--- config.mk ---
export PLATFORM = sky130hd
export DESIGN_NAME = conv_mem_write_ctrl_flat
export DESIGN_NICKNAME = d
export VERILOG_FILES = /design/src/rtl/conv_mem_write_ctrl_if.sv /design/src/rtl/conv_mem_write_ctrl.sv /design/src/flat_wrapper.sv
export SDC_FILE = /design/constraint.sdc
export NUM_CORES = 1
export LEC_CHECK = 0
export BUFFER_PORTS_ARGS = -buffer_cell sky130_fd_sc_hd__buf_2
export CELL_PAD_IN_SITES_DETAIL_PLACEMENT = 0
export CELL_PAD_IN_SITES_GLOBAL_PLACEMENT = 1
export CORE_MARGIN = 3
export CORE_UTILIZATION = 40
export DETAILED_ROUTE_END_ITERATION = 10
export HOLD_SLACK_MARGIN = 0.05
export PLACE_DENSITY_LB_ADDON = 0.1
export RECOVER_POWER = 100
export SLEW_MARGIN = 25
export SYNTH_ARGS = -nofsm -noshare
export SYNTH_HDL_FRONTEND = slang
export SYNTH_SLANG_ARGS = --single-unit
--- constraint.sdc ---
create_clock -name clk -period 4.2 [get_ports clk]
set_clock_uncertainty 0.15 [all_clocks]
set_input_delay 0.21 -clock clk [delete_from_list [all_inputs] [get_ports clk]]
set_output_delay 0.21 -clock clk [all_outputs]
set_load 0.05 [all_outputs]
--- src/rtl/conv_mem_write_ctrl_if.sv ---
// ---------------------------------------------------------------------------
// conv_mem_write_ctrl_if
// Bus between a convolution datapath controller (master) and the output-RAM
// write sequencer (slave).
//   start     master->slave  begin a pass (honoured only when idle or done)
//   enable    master->slave  advance qualifier, low = stall
//   addr0     slave->master  pixel address within current channel
//   channel   slave->master  current channel index
//   flat_addr slave->master  channel*IMG_W*IMG_H + addr0
//   we        slave->master  one-cycle write strobe per pixel
//   busy      slave->master  pass in progress (DELAY or RUN)
//   done      slave->master  pass finished, held until next start or reset
// ---------------------------------------------------------------------------
interface conv_mem_write_ctrl_if #(
  parameter int ADDR_W = 6,
  parameter int CH_W   = 2,
  parameter int FLAT_W = 8
);
  logic              start;
  logic              enable;
  logic [ADDR_W-1:0] addr0;
  logic [CH_W-1:0]   channel;
  logic [FLAT_W-1:0] flat_addr;
  logic              we;
  logic              busy;
  logic              done;

  modport master (
    output start, enable,
    input  addr0, channel, flat_addr, we, busy, done
  );

  modport slave (
    input  start, enable,
    output addr0, channel, flat_addr, we, busy, done
  );
endinterface

--- src/rtl/conv_mem_write_ctrl.sv ---
// ---------------------------------------------------------------------------
// conv_mem_write_ctrl
// Write-address sequencer for a convolution layer's output memory. Walks an
// IMG_W x IMG_H image once per channel, holding each pixel address for
// CYCLES_PER_PIX enabled cycles and strobing we in the pixel's last cycle.
// An optional START_DELAY phase precedes the first pixel.
// Ports:
//   clk    rising-edge clock
//   reset  synchronous, active-high
//   bus    slave side of conv_mem_write_ctrl_if (start/enable in;
//          addr0/channel/flat_addr/we/busy/done out)
// ---------------------------------------------------------------------------
module conv_mem_write_ctrl #(
  parameter int IMG_W          = 8,
  parameter int IMG_H          = 8,
  parameter int CHANNELS       = 3,
  parameter int CYCLES_PER_PIX = 25,
  parameter int START_DELAY    = 1,
  parameter int ADDR_W = (IMG_W*IMG_H > 1) ? $clog2(IMG_W*IMG_H) : 1,
  parameter int CH_W   = (CHANNELS > 1) ? $clog2(CHANNELS) : 1,
  parameter int FLAT_W = (IMG_W*IMG_H*CHANNELS > 1) ? $clog2(IMG_W*IMG_H*CHANNELS) : 1
) (
  input  logic                  clk,
  input  logic                  reset,
  conv_mem_write_ctrl_if.slave  bus
);

  typedef enum logic [1:0] {
    S_IDLE  = 2'd0,
    S_DELAY = 2'd1,
    S_RUN   = 2'd2,
    S_DONE  = 2'd3
  } state_t;

  localparam int PIX   = IMG_W * IMG_H;
  localparam int DLY_W = (START_DELAY > 1) ? $clog2(START_DELAY) : 1;
  localparam int CYC_W = (CYCLES_PER_PIX > 1) ? $clog2(CYCLES_PER_PIX) : 1;

  localparam logic [DLY_W-1:0]  DLY_LAST = DLY_W'((START_DELAY > 0) ? START_DELAY - 1 : 0);
  localparam logic [CYC_W-1:0]  CYC_LAST = CYC_W'(CYCLES_PER_PIX - 1);
  localparam logic [ADDR_W-1:0] PIX_LAST = ADDR_W'(PIX - 1);
  localparam logic [CH_W-1:0]   CH_LAST  = CH_W'(CHANNELS - 1);

  // With no delay phase a start goes straight to the first pixel.
  localparam state_t FIRST_STATE = (START_DELAY == 0) ? S_RUN : S_DELAY;

  state_t              r_state, w_state_nxt;
  logic [DLY_W-1:0]    r_dly,   w_dly_nxt;
  logic [CYC_W-1:0]    r_cyc,   w_cyc_nxt;
  logic [ADDR_W-1:0]   r_addr0, w_addr0_nxt;
  logic [CH_W-1:0]     r_chan,  w_chan_nxt;
  logic [FLAT_W-1:0]   r_flat,  w_flat_nxt;
  logic                w_we;

  // Write strobe in the pixel's last enabled cycle; the registered address
  // shown in that same cycle is the write target.
  assign w_we = (r_state == S_RUN) && bus.enable && (r_cyc == CYC_LAST);

  always_comb begin
    // NOTE: every signal gets a default first so no path leaves it unassigned
    // (which would infer a latch); the branches below only override.
    w_state_nxt = r_state;
    w_dly_nxt   = r_dly;
    w_cyc_nxt   = r_cyc;
    w_addr0_nxt = r_addr0;
    w_chan_nxt  = r_chan;
    w_flat_nxt  = r_flat;

    unique case (r_state)
      S_IDLE, S_DONE: begin
        if (bus.start) begin
          w_state_nxt = FIRST_STATE;
          w_dly_nxt   = '0;
          w_cyc_nxt   = '0;
          w_addr0_nxt = '0;
          w_chan_nxt  = '0;
          w_flat_nxt  = '0;
        end
      end

      S_DELAY: begin
        if (bus.enable) begin
          if (r_dly == DLY_LAST) begin
            w_dly_nxt   = '0;
            w_state_nxt = S_RUN;
          end else begin
            w_dly_nxt = r_dly + DLY_W'(1);
          end
        end
      end

      S_RUN: begin
        if (bus.enable) begin
          if (w_we) begin
            w_cyc_nxt = '0;
            if (r_addr0 != PIX_LAST) begin
              w_addr0_nxt = r_addr0 + ADDR_W'(1);
              w_flat_nxt  = r_flat + FLAT_W'(1);
            end else if (r_chan != CH_LAST) begin
              w_addr0_nxt = '0;
              w_chan_nxt  = r_chan + CH_W'(1);
              w_flat_nxt  = r_flat + FLAT_W'(1);
            end else begin
              // Final pixel written: addresses hold their last values.
              w_state_nxt = S_DONE;
            end
          end else begin
            w_cyc_nxt = r_cyc + CYC_W'(1);
          end
        end
      end

      default: w_state_nxt = S_IDLE;
    endcase
  end

  always_ff @(posedge clk) begin
    // NOTE: sequential state uses non-blocking assignments so every register
    // samples the pre-edge values, independent of statement order.
    if (reset) begin
      r_state <= S_IDLE;
      r_dly   <= '0;
      r_cyc   <= '0;
      r_addr0 <= '0;
      r_chan  <= '0;
      r_flat  <= '0;
    end else begin
      r_state <= w_state_nxt;
      r_dly   <= w_dly_nxt;
      r_cyc   <= w_cyc_nxt;
      r_addr0 <= w_addr0_nxt;
      r_chan  <= w_chan_nxt;
      r_flat  <= w_flat_nxt;
    end
  end

  assign bus.addr0     = r_addr0;
  assign bus.channel   = r_chan;
  assign bus.flat_addr = r_flat;
  assign bus.we        = w_we;
  assign bus.busy      = (r_state == S_DELAY) || (r_state == S_RUN);
  assign bus.done      = (r_state == S_DONE);

endmodule

--- src/flat_wrapper.sv ---
// flat-port wrapper written by rule: the top's interface ports become plain ports
module conv_mem_write_ctrl_flat 
#(
  parameter int IMG_W          = 8,
  parameter int IMG_H          = 8,
  parameter int CHANNELS       = 3,
  parameter int CYCLES_PER_PIX = 25,
  parameter int START_DELAY    = 1,
  parameter int ADDR_W = (IMG_W*IMG_H > 1) ? $clog2(IMG_W*IMG_H) : 1,
  parameter int CH_W   = (CHANNELS > 1) ? $clog2(CHANNELS) : 1,
  parameter int FLAT_W = (IMG_W*IMG_H*CHANNELS > 1) ? $clog2(IMG_W*IMG_H*CHANNELS) : 1
)
  (clk, reset, bus_start, bus_enable, bus_addr0, bus_channel, bus_flat_addr, bus_we, bus_busy, bus_done);
  conv_mem_write_ctrl_if #(.ADDR_W(ADDR_W), .CH_W(CH_W), .FLAT_W(FLAT_W)) bus_i ();
  input  logic clk;
  input  logic reset;
  input wire logic [$bits(bus_i.start)-1:0] bus_start;
  input wire logic [$bits(bus_i.enable)-1:0] bus_enable;
  output wire logic [$bits(bus_i.addr0)-1:0] bus_addr0;
  output wire logic [$bits(bus_i.channel)-1:0] bus_channel;
  output wire logic [$bits(bus_i.flat_addr)-1:0] bus_flat_addr;
  output wire logic [$bits(bus_i.we)-1:0] bus_we;
  output wire logic [$bits(bus_i.busy)-1:0] bus_busy;
  output wire logic [$bits(bus_i.done)-1:0] bus_done;
  assign bus_i.start = bus_start;
  assign bus_i.enable = bus_enable;
  assign bus_addr0 = bus_i.addr0;
  assign bus_channel = bus_i.channel;
  assign bus_flat_addr = bus_i.flat_addr;
  assign bus_we = bus_i.we;
  assign bus_busy = bus_i.busy;
  assign bus_done = bus_i.done;
  conv_mem_write_ctrl #(.IMG_W(IMG_W), .IMG_H(IMG_H), .CHANNELS(CHANNELS), .CYCLES_PER_PIX(CYCLES_PER_PIX), .START_DELAY(START_DELAY), .ADDR_W(ADDR_W), .CH_W(CH_W), .FLAT_W(FLAT_W)) u_core (.clk(clk), .reset(reset), .bus(bus_i));
endmodule
==> results.py <==
metrics = {
    "power_and_ir_drop": {
        "cellLeakagePower_uw": 0.0005360,
        "p_per_area_nw_per_um2": 446.9,
        "p_seq_share_pct": 34.7,
        "p_sw_share_pct": 48.73,
        "power.switching_uw": 340.9,
        "p_comb_share_pct": 49.8,
        "p_int_uw": 358.7,
        "pwr-share-clk_pct": 15.5,
        "irDropWorstVdd_uv": 309.5,
    },
    "detailed_routing": {
        "final_antenna_net_count": 0,
        "via_per_inst": 6.077,
        "wire_per_inst_microns": 16.15,
        "drc": 0,
        "routed_wl_microns": 3778,
        "vias": 1422,
        "drt_pass1_iterations": 4,
        "drt-initial-drc-count": 65,
    },
    "clock_network": {
        "cts_made_buffers": 3,
        "cts_tree": "built",
        "clock_sinks": 23,
        "clk_pin_slew_worst_paths_ns": 0.14,
        "cts_root_buffer": "clkbuf_4",
        "post_cts_buffers": 0,
        "insertion_delay_ns": 0.32,
        "htree_levels": 1,
        "clock_path_buffers": 2,
    },
    "placed_design": {
        "dpl_cell_area_sq_um": 1570,
        "dp.cells": 229,
        "gp_congestion": 0.8475,
        "port_buffers": 22,
        "dp_hpwl_microns": 2698,
        "dp_slack_ns": 1.656,
    },
    "global_route": {
        "track_usage_pct": 17.86,
        "grt_pass1_vias": 1339,
        "grt_pass1_wl_microns": 6147,
        "grt_max_degree": 20,
        "overflow": 0,
        "antenna_found_initial": 0,
    },
    "layout": {
        "fill_cells": 370,
        "final_nets": 201,
        "areaGrowthSynthToFinish_pct": 7.845,
        "drive_above_1_share_pct": 7.979,
        "layout.cells.non_filler": 234,
        "antenna_cells": 0,
        "regArea_sq_um": 460.4,
        "multiInputGateArea_sq_um": 887.1,
        "stdcell_area_sq_um": 1565,
    },
    "logic_synthesis": {
        "yosys.area.top_type": "dfxtp_1",
        "ys_top_cells_by_count": "dfxtp_1, nand2_1, inv_1",
        "yosysUniqueCellTypes": 50,
        "ys.flop_type": "dfxtp_1",
        "avgSynthCellArea_sq_um": 8.538,
        "synthesis.instances": 170,
        "ys_ff_latch": 23,
        "synth-seq-area-share_pct": 31.72,
        "syn_nets": 182,
        "synth_area_sq_um": 1451,
        "ys.warnings.count": 0,
        "synth_edf_count": 0,
        "yosysTopAreaCellShare_pct": 31.72,
        "synth_most_common_cell": "dfxtp_1",
        "synth_area_leaders": "dfxtp_1, ha_1, nand2_1, a21oi_1, o31ai_1",
        "synthArstFlopShare_pct": 0,
    },
    "sta": {
        "hold_ws_ns": 0.1326,
        "fmax_mhz": 332.9,
        "fin_crit_ns": 3.004,
        "setup_slack_ns": 1.196,
        "rsz0062_at_grt": "false",
        "fin_setup_tns_ns": 0,
        "finalCritPeriodShare_pct": 71.53,
        "final_max_slew_viol_count": 0,
        "hold_viol": 0,
        "setup_violations": 0,
        "max_slew_margin_pct": 48.72,
        "tightest_slew_ns": 0.7670,
    },
    "floorplan": {
        "core_sq_um": 3416,
        "ioPinCount": 23,
        "die_w_microns": 66.24,
        "start_util_pct": 42.49,
        "rows": 21,
        "die_h_microns": 66.24,
        "die_area_sq_um": 4387,
    },
    "setup_path": {
        "arrival_ns": 3.04,
        "path_class": "flip-flop to flip-flop",
        "critPathCaptureType": "flip-flop",
        "cp_max_fo": 19,
        "crit_required_ns": 4.24,
        "cp-start-kind": "flip-flop",
    },
    "min_path": {
        "min_path_type": "primary input to flip-flop",
    },
    "flow_run": {
        "max_cap_violations": 0,
    },
    "outcome": {
        "status": "finished clean",
    },
}
-- what timing repair did --
action	4_1_cts	5_1_grt
resized for setup	0	0
endpoints found under the hold margin	1	0
hold buffers	1	0
endpoints found under the setup margin	0	0
-- registers in the layout, indices dropped and copies added (netlist names) --
signal / flops
u_core.r_state: 2
u_core.bus.addr0: 6
u_core.bus.channel: 2
u_core.r_cyc: 5
u_core.bus.flat_addr: 8
-- metrics by stage --
stage	utilization (%)	total power [uW]
floorplan	-	551.9
global placement	45.97	612.2
global route	45.82	752.8
CTS	47.03	721.5
detailed placement	45.97	617.6
finish	45.82	699.5
-- layout make-up --
type | count | share of cell area (%)
repair buffers | 23 | 6.155
well taps | 46 | 3.677
multi-input cells | 128 | 56.67
inverters | 10 | 2.398
flip-flops and latches | 23 | 29.42
clock buffers | 4 | 1.679
-- worst paths after layout --
kind,start,end,slack [ns],depth (start not counted)
max,u_core.r_state[0],u_core.bus.addr0[4],1.20,6
min,reset,u_core.bus.addr0[1],0.13,2
max reg2reg,u_core.r_state[0],u_core.bus.addr0[4],1.20,6
min reg2reg,u_core.bus.addr0[1],u_core.bus.addr0[1],0.36,2
-- power groups by stage --
stage	Clock (uW)	Combinational [uW]	Sequential, uW
3_3_place_gp	0	365	247
4_1_cts	108	370	243
3_5_place_dp	0	370	248
6_report	108	348	243
2_1_floorplan	0	306	246
5_1_grt	118	389	246
-- critical path: stages (launching register included) --
cell and delay, ns:
dfxtp_1 0.35, inv_1 0.07, ha_1 0.60, or2_2 0.25, nand3_1 0.55, nor3_1 0.70, a311oi_1 0.19
-- kinds of logic after synthesis --
group | synth area share (%)
simple gates | 25.78
compound gates | 27.16
flops | 31.72
buf+inv | 5.948
fa+ha+maj | 6.897
xor+xnor | 1.811
mux | 0.6897
-- placed cells by master (no fill, tap or decap), types with 4 or more instances in the layout --
cell,count
nor2_1,8
nand2b_1,5
a31oi_1,6
dfxtp_1,23
nand2_1,13
and3_1,4
o31ai_1,6
clkbuf_1,20
o21ai_0,5
nor3_1,5
o211ai_1,5
inv_1,10
nand3_1,7
a311oi_1,5
ha_1,8
a21oi_1,9
-- layer usage --
layer	vias to the layer above	track usage [%]	wire [microns]
li1	684	-	-
met1	692	23.05	1714
met2	38	29.12	1776
met3	8	2.551	197
met4	0	8.122	90
met5	-	0	0
(Power assumes the default switching activity.)
